## src/rtl/pes_demux_pkg.sv

```systemverilog
`default_nettype none
// ============================================================================
//  Module   : pes_demux_pkg
//  Brief    : Shared lane count, select width and scheduler state encoding
//             for the 1:8 demux scheduler and its lane arbiters.
//  Revision : 1.0 - initial release
// ============================================================================
package pes_demux_pkg;

  localparam int NLANES = 8;
  localparam int SELW   = 3;

  typedef enum logic [1:0] {
    IDLE = 2'd0,
    ARB  = 2'd1,
    XFER = 2'd2
  } state_t;

endpackage
`default_nettype wire

```

## src/rtl/pes_rr_pick.sv

```systemverilog
`default_nettype none
// ============================================================================
//  Module   : pes_rr_pick
//  Brief    : Combinational round-robin finder. Returns the first set mask
//             bit after i_last (wrapping), with i_last itself checked last.
//  Revision : 1.0 - initial release
// ============================================================================
module pes_rr_pick
  import pes_demux_pkg::*;
(
  input  logic [NLANES-1:0] i_mask,
  input  logic [SELW-1:0]   i_last,
  output logic              o_found,
  output logic [SELW-1:0]   o_next
);

  logic [SELW-1:0] w_idx;

  // Walk last+1 .. last+8; the 3-bit wrap makes last+8 land on last itself
  always_comb begin
    o_found = 1'b0;
    o_next  = i_last;
    w_idx   = i_last;
    for (int i = 1; i <= NLANES; i++) begin
      w_idx = i_last + SELW'(i);
      if (!o_found && i_mask[w_idx]) begin
        o_found = 1'b1;
        o_next  = w_idx;
      end
    end
  end

endmodule
`default_nettype wire

```

## src/rtl/pes_demux_sched.sv

```systemverilog
`default_nettype none
// ============================================================================
//  Module   : pes_demux_sched
//  Brief    : Round-robin burst scheduler driving a 1:8 demux. Grants the
//             input stream to one enabled lane for up to BURST beats, then
//             spends one ARB cycle choosing the next enabled lane. Data and
//             valid pass through combinationally; unselected lanes see zero.
//  Options  : PES_DEMUX_SCHED_IDLE_RELEASE_EN - an input gap after at least
//             one beat of a burst releases the grant early.
//  Revision : 1.0 - initial release
// ============================================================================
module pes_demux_sched
  import pes_demux_pkg::*;
#(
  parameter int DW    = 1,
  parameter int BURST = 4
) (
  input  logic                 clk,
  input  logic                 rst_n,
  input  logic                 in_valid,
  input  logic [DW-1:0]        in_data,
  output logic                 in_ready,
  input  logic [NLANES-1:0]    lane_en,
  output logic [NLANES-1:0]    out_valid,
  output logic [NLANES*DW-1:0] out_data,
  input  logic [NLANES-1:0]    out_ready,
  output logic [SELW-1:0]      sel,
  output logic                 busy
);

  localparam int CW = $clog2(BURST + 1);

  state_t          r_st;
  logic [SELW-1:0] r_sel;
  logic [SELW-1:0] r_last;
  logic [CW-1:0]   r_cnt;
  logic            r_busy;

  logic            w_xfer;
  logic            w_lane_ok;
  logic            w_hs;
  logic            w_burst_done;
  logic            w_release;
  logic            w_found;
  logic [SELW-1:0] w_next;

  pes_rr_pick u_pick (
    .i_mask  (lane_en),
    .i_last  (r_last),
    .o_found (w_found),
    .o_next  (w_next)
  );

  assign w_xfer       = (r_st == XFER);
  assign w_lane_ok    = lane_en[r_sel];
  assign in_ready     = w_xfer && out_ready[r_sel] && w_lane_ok;
  assign w_hs         = in_valid && in_ready;
  assign w_burst_done = (r_cnt == CW'(BURST - 1));
  assign sel          = r_sel;
  assign busy         = r_busy;

`ifdef PES_DEMUX_SCHED_IDLE_RELEASE_EN
  assign w_release = !in_valid && (r_cnt != '0);
`else
  assign w_release = 1'b0;
`endif

  // Per-lane gating: only the granted lane sees valid/data, and only in XFER
  for (genvar k = 0; k < NLANES; k++) begin : g_lane
    assign out_valid[k]         = w_xfer && (r_sel == SELW'(k)) && in_valid && lane_en[k];
    assign out_data[k*DW +: DW] = (w_xfer && (r_sel == SELW'(k))) ? in_data : '0;
  end

  // Scheduler FSM: idle wait, one-cycle arbitration, burst transfer
  always_ff @(posedge clk or negedge rst_n) begin
    if (!rst_n) begin
      r_st   <= IDLE;
      r_sel  <= '0;
      r_last <= SELW'(NLANES - 1);
      r_cnt  <= '0;
      r_busy <= 1'b0;
    end else begin
      unique case (r_st)
        IDLE: begin
          if (in_valid && |lane_en) begin
            r_st   <= ARB;
            r_busy <= 1'b1;
          end
        end
        ARB: begin
          if (w_found) begin
            r_sel  <= w_next;
            r_last <= w_next;
            r_cnt  <= '0;
            r_st   <= XFER;
          end else begin
            r_st   <= IDLE;
            r_busy <= 1'b0;
          end
        end
        XFER: begin
          if (!w_lane_ok) begin
            r_st <= ARB;
          end else if (w_hs) begin
            if (w_burst_done) begin
              r_cnt <= '0;
              r_st  <= ARB;
            end else begin
              r_cnt <= r_cnt + CW'(1);
            end
          end else if (w_release) begin
            r_st <= ARB;
          end
        end
        default: begin
          r_st   <= IDLE;
          r_busy <= 1'b0;
        end
      endcase
    end
  end

endmodule
`default_nettype wire

```

## config.mk

```make
export PLATFORM = sky130hd
export DESIGN_NAME = pes_demux_sched
export DESIGN_NICKNAME = d
export VERILOG_FILES = /design/src/rtl/pes_demux_pkg.sv /design/src/rtl/pes_rr_pick.sv /design/src/rtl/pes_demux_sched.sv
export SDC_FILE = /design/constraint.sdc
export NUM_CORES = 1
export LEC_CHECK = 0
export CAP_MARGIN = 20
export CORE_MARGIN = 3
export CORE_UTILIZATION = 45
export DETAILED_ROUTE_END_ITERATION = 8
export PLACE_DENSITY = 0.75
export SKIP_CTS_REPAIR_TIMING = 1
export SYNTH_ARGS = -nofsm -noshare
export SYNTH_HDL_FRONTEND = slang
export SYNTH_SLANG_ARGS = --single-unit
```

## constraint.sdc

```tcl
create_clock -name clk -period 3.6 [get_ports clk]
set_input_delay 0.72 -clock clk [delete_from_list [all_inputs] [get_ports clk]]
set_output_delay 0.72 -clock clk [all_outputs]
set_load 0.01 [all_outputs]
```

After elaboration in Yosys (flattened, before gate mapping)
Index checks and enable logic that the tools add are counted.

storage, ports and cells
  flip-flop bits (word level) = 12
  logic and storage cells = 148

operators by class
  add/subtract/negate cells = 8
  order comparisons = 9
  eq/ne operators = 17
  mux-type cells = 58
  bitwise operators = 1
  reduce and logical (&&, ||, !) cells = 50

operator list
  operator                                                    count
  less-than comparator 3 x 4 -> 1 bit, second input constant  9
  2-to-1 mux 3 bit                                            12
  logical AND 1 bit                                           35
  binary-select mux 1 bit (select 3 bit)                      10
  2-to-1 mux 1 bit                                            28
  adder 3 bit, second input constant                          4
  equality test 3 bit, second input constant                  4
  2-to-1 mux 2 bit                                            5
  equality test 3 x 2 -> 1 bit, second input constant         3
  OR reduction 8 bit                                          1
  logical NOT 1 bit                                           7
  adder 3 x 1 -> 3 bit, second input constant                 2
  adder 3 x 2 -> 3 bit, second input constant                 2
  != test 2 x 1 -> 1 bit, second input constant               3
  != test 3 x 2 -> 1 bit, second input constant               2
  one-hot mux 2 bit (3 select lines)                          1
  one-hot mux 3 bit (2 select lines)                          1
  AND reduction 3 bit                                         2
  != test 2 bit, second input constant                        2
  AND reduction 4 bit                                         1
  equality test 3 x 1 -> 1 bit, second input constant         1
  logical NOT 3 bit                                           1
  one-hot mux 1 bit (3 select lines)                          1
  equality test 2 x 1 -> 1 bit, second input constant         1
  other kinds (5)                                             5

Depth between registers and ports, before layout
  depth in word-level cells = 27
  gate-level depth with buffers = 11
  depth with buffers taken out = 8

By module
From an unflattened synthesis, not the netlist that was laid out.

second synthesis, totals
  cells, all modules = 191
  area, all modules = 1,849.3 um^2

by module, submodules not included
  module           times used  cells an instance  area each (um^2)
  pes_rr_pick      1           102                965.9
  pes_demux_sched  1           89                 883.3

Least setup slack after synthesis
Ideal clock, no wire load.

  kind = reg2reg
  from = register r_last[1]
  to = register r_cnt[1]
  setup time = 0.125 ns
  data arrival time = 3.240 ns
  data required time = 3.475 ns
  slack = 0.235 ns
  stages on the path, launching flop included = 11
  buffers on the path = 2
  period minus slack after synthesis = 3.365 ns
  path through = dfstp_2 > buf_2 > clkbuf_1 > inv_1 > ha_1 > mux4_2 > a21oi_1 > nand3b_1 > or3_4 > o221ai_2 > mux2_4

on the way
  longest elaborated chain between the ends = 27
  elaborated cells on any way between the ends = 47
  those cells by class = add/sub (7); eq/ne (1); mux (24); reduce/logical (15)

ends and longest elaborated chain
  item                                    RTL line                RTL
  start: declaration                      pes_demux_sched.sv:35   logic [SELW-1:0] r_last;
  start signal: assignment                pes_demux_sched.sv:79   r_last <= SELW'(NLANES - 1);
  start signal: assignment                pes_demux_sched.sv:93   r_last <= w_next;
  adder 3 x 1 -> 3 bit                    pes_rr_pick.sv:25       w_idx = i_last + SELW'(i);
  binary-select mux 1 bit (select 3 bit)  pes_rr_pick.sv:26       if (!o_found && i_mask[w_idx]) begin
  2-to-1 mux 1 bit (implied by the code)  pes_rr_pick.sv:26
  2-to-1 mux 1 bit                        pes_rr_pick.sv:26
  logical NOT 1 bit                       pes_rr_pick.sv:26
  logical AND 1 bit                       pes_rr_pick.sv:26
  2-to-1 mux 1 bit                        pes_rr_pick.sv:26
  logical NOT 1 bit                       pes_rr_pick.sv:26
  (+11 left out)                          -
  logical NOT 1 bit                       pes_rr_pick.sv:26
  logical AND 1 bit                       pes_rr_pick.sv:26
  2-to-1 mux 1 bit                        pes_rr_pick.sv:26
  logical NOT 1 bit                       pes_rr_pick.sv:26
  logical AND 1 bit                       pes_rr_pick.sv:26
  2-to-1 mux 1 bit (*)                    pes_rr_pick.sv:26
  != test 2 x 1 -> 1 bit (no line) (*)    -
  AND reduction 4 bit (no line) (*)       -
  end signal: assignment                  pes_demux_sched.sv:109  r_cnt <= r_cnt + CW'(1);
  end: declaration                        pes_demux_sched.sv:36   logic [CW-1:0] r_cnt;

Every way passes the cells marked *; elsewhere a longest branch is shown, timed or not. The select of a mux whose other input is x is not followed.
A chain may end at the register's enable or synchronous reset.

Worst setup path after layout
  from = input port lane_en[6]
  to = output port in_ready

on the way
  longest elaborated chain between the ends = 3

ends and longest elaborated chain
  item                                    RTL line               RTL
  start: declaration                      pes_demux_sched.sv:23  input logic [NLANES-1:0] lane_en,
  binary-select mux 1 bit (select 3 bit)  pes_demux_sched.sv:55  assign w_lane_ok = lane_en[r_sel];
  2-to-1 mux 1 bit (implied by the code)  pes_demux_sched.sv:55
  logical AND 1 bit                       pes_demux_sched.sv:56  assign in_ready = w_xfer && out_ready[r_sel] && w_lane_ok;
  end: declaration                        pes_demux_sched.sv:22  output logic in_ready,

Every way passes these cells. The select of a mux whose other input is x is not followed.

==> run metrics <==
Total GRT Usage 0.209; max cap viols 0; worst-margin pin slew 0.692 ns; Worst VDD drop 0.000565 V; startpoint types input port; Leak 0.909 nW; # rows 22; Slew headroom 0.526; ys flop type dfrtp_1; placer congestion estimate 0.933; Worst Path Required 2.88 ns; detailed-route DRC error count 0; unrepaired setup endpoints after global routing false; antenna-violating nets left 0; setup slack, reg-to-reg 0.38 ns; GR Overflow Total 0; fin nets 274; Starting Density 0.492; Pins Over Slew Limit 0; CTS tree yes; DIE WIDTH 70.9 um; number of global-route vias before repair 1642; Critical Path Fanout Max 6; Reg clk slew, reported paths 0.05 ns; CP cell instances clkdlybuf4s50_1, buf_4, mux4_2, nand3_1, o21ai_0, and2_1, clkdlybuf4s50_1; CP max-delay cell mux4_2; RR Startpoint r_last[1]; full die area 5020 um2; WL final 5.13 mm; Stages on worst setup path 7; Post-synth EDFFs 0; worst hold stages 1; worst setup path category input port to output port; outcome complete, no violations; Synth Net Count 234; most frequent cells in the layout clkdlybuf4s50_1 (40), nor2_1 (24), nand2_1 (18), mux4_2 (14), a21oi_1 (11); CP dominant cell by count clkdlybuf4s50_1; Worst setup EP type output port; CTS Buf Count 3; Die Ht 70.9 um; worst path buffer plus inverter count 3; Root Buffer clkbuf_8; Avg WL per Cell 17.2 um; core footprint 3850 um2; WHS Endpoint r_st[0]; H-tree Lvls 1; number of vias per cell 6.37; f_max 292 MHz; reg2reg path depth 8; Via Count 1897; hold crit path type register to register; hpwl dp 3.96 mm; Syn. warnings 0; drt initial violations 184; non-filler cells, final 298; clk_lat worst skew 0.24 ns; Final Hold Vio Count 0; clock period minus worst slack 3.42 ns; Max clock buf depth 2; final setup violating endpoints 0; critical path's largest stage delay 0.48 ns; TNS Setup 0 ns; async set-or-reset flop fraction in the synthesized netlist 1.00; layout cells sized above 1 0.180; period utilisation layout 0.950; arrival time of the worst setup path 2.70 ns; Cells after Synth 211; number of I/O pins 41; pwr dens 961 nW/um2; most common library cell in the layout ignoring fill and taps clkdlybuf4s50_1; pin count of the biggest net entering global routing 23; Worst Hold Launch r_st[0]; Top delay family on crit path buffers and inverters; post-synthesis cell area 1890 um2; Area Growth Syn to Fin 26.5%; Synth Area per Inst 8.98 um2; Final Power 2.30 mW; Yosys cell types 59; global-route wire length before repair 8.47 mm; PortBufs 40; Seq/Total Area, Yosys 0.161; cell count after placement 294; skew final 0.00169 ns; Synth Register Bits 12; initial antenna violation count 0; TritonCTS Sinks 12; drt pass-1 iters 5; r2r endpoint r_cnt[1]; number of diodes 0
[worst max-delay path by stage]
stage	slack (ns)	start	to
3_5_place_dp	0.15	lane_en[3]	r_cnt[1]
3_3_place_gp	0.17	lane_en[2]	r_cnt[1]
6_report	0.18	lane_en[6]	in_ready
4_1_cts	0.20	lane_en[6]	in_ready
5_1_grt	0.12	lane_en[6]	in_ready
2_1_floorplan	0.24	r_last[1]	r_cnt[1]
[Yosys cell counts (2+ instances only)]
master	count	area [um2]
a211oi_1	4	30.0
a21oi_1	11	55.1
a22o_1	2	17.5
a22oi_1	2	15.0
a2bb2oi_1	2	17.5
a311oi_1	2	17.5
a32o_1	2	20.0
a32oi_1	3	26.3
and3_1	7	43.8
buf_2	3	15.0
clkbuf_1	8	30.0
dfrtp_1	9	225
dfstp_2	3	78.8
ha_1	3	37.5
inv_1	6	22.5
mux2_2	7	78.8
mux2_4	2	30.0
mux2i_1	10	100
mux4_1	2	52.6
mux4_2	14	315
nand2_1	18	67.6
nand2b_1	2	12.5
nand3_1	5	25.0
nand3b_1	2	15.0
nor2_1	24	90.1
nor2b_1	7	43.8
nor3_1	5	25.0
o21a_1	3	22.5
o21ai_0	8	40.0
o21ai_1	2	10.0
o221ai_1	2	17.5
or2_2	2	12.5
xnor2_1	3	26.3
[through the flow]
stage	utilization	cell area, um2	hold WS (ns)	setup slack (ns)
after floorplan	-	1890	0.424	0.235
after global placement	0.610	2350	0.451	0.173
after detailed placement	0.610	2350	0.455	0.153
after CTS	0.622	2400	0.462	0.198
after global routing	0.622	2400	0.478	0.117
final	0.622	2400	0.468	0.181
[area by class of cell]
class	count	area, um2
Timing Repair Buffer	47	453
Fill cell	341	1460
Sequential cell	12	304
Multi-Input combinational cell	180	1510
Tap cell	48	60.1
Clock buffer	4	45.0
Inverter	7	26.3
[per-layer routing]
layer,wire length (um),global-route usage,vias up
met5,0,0,-
met4,48,0.0376,0
met3,358,0.0270,6
met2,2350,0.306,79
met1,2370,0.329,910
li1,-,-,902
[report_power, final]
part           internal, mW  leakage, nW  switching, mW
sequential            0.199        0.146          0.109
clock                0.0778       0.0228         0.0472
combinational         0.871        0.741          0.999
[flip-flops by register name, indices dropped and copies added, names as in the netlist]
| name | flops |
|---|---|
| r_cnt | 3 |
| r_last | 3 |
| sel | 3 |
| r_st | 2 |
| busy | 1 |
[cells by family after synthesis]
group	share of synthesized area
XOR/XNOR	0.0284
AND/OR/NAND/NOR	0.220
AO/OA/AOI/OAI	0.223
multiplexers	0.304
flip-flops	0.161
buffers and inverters	0.0436
adder cells (fa/ha/maj)	0.0198
Power figures use the tool's default switching activity.
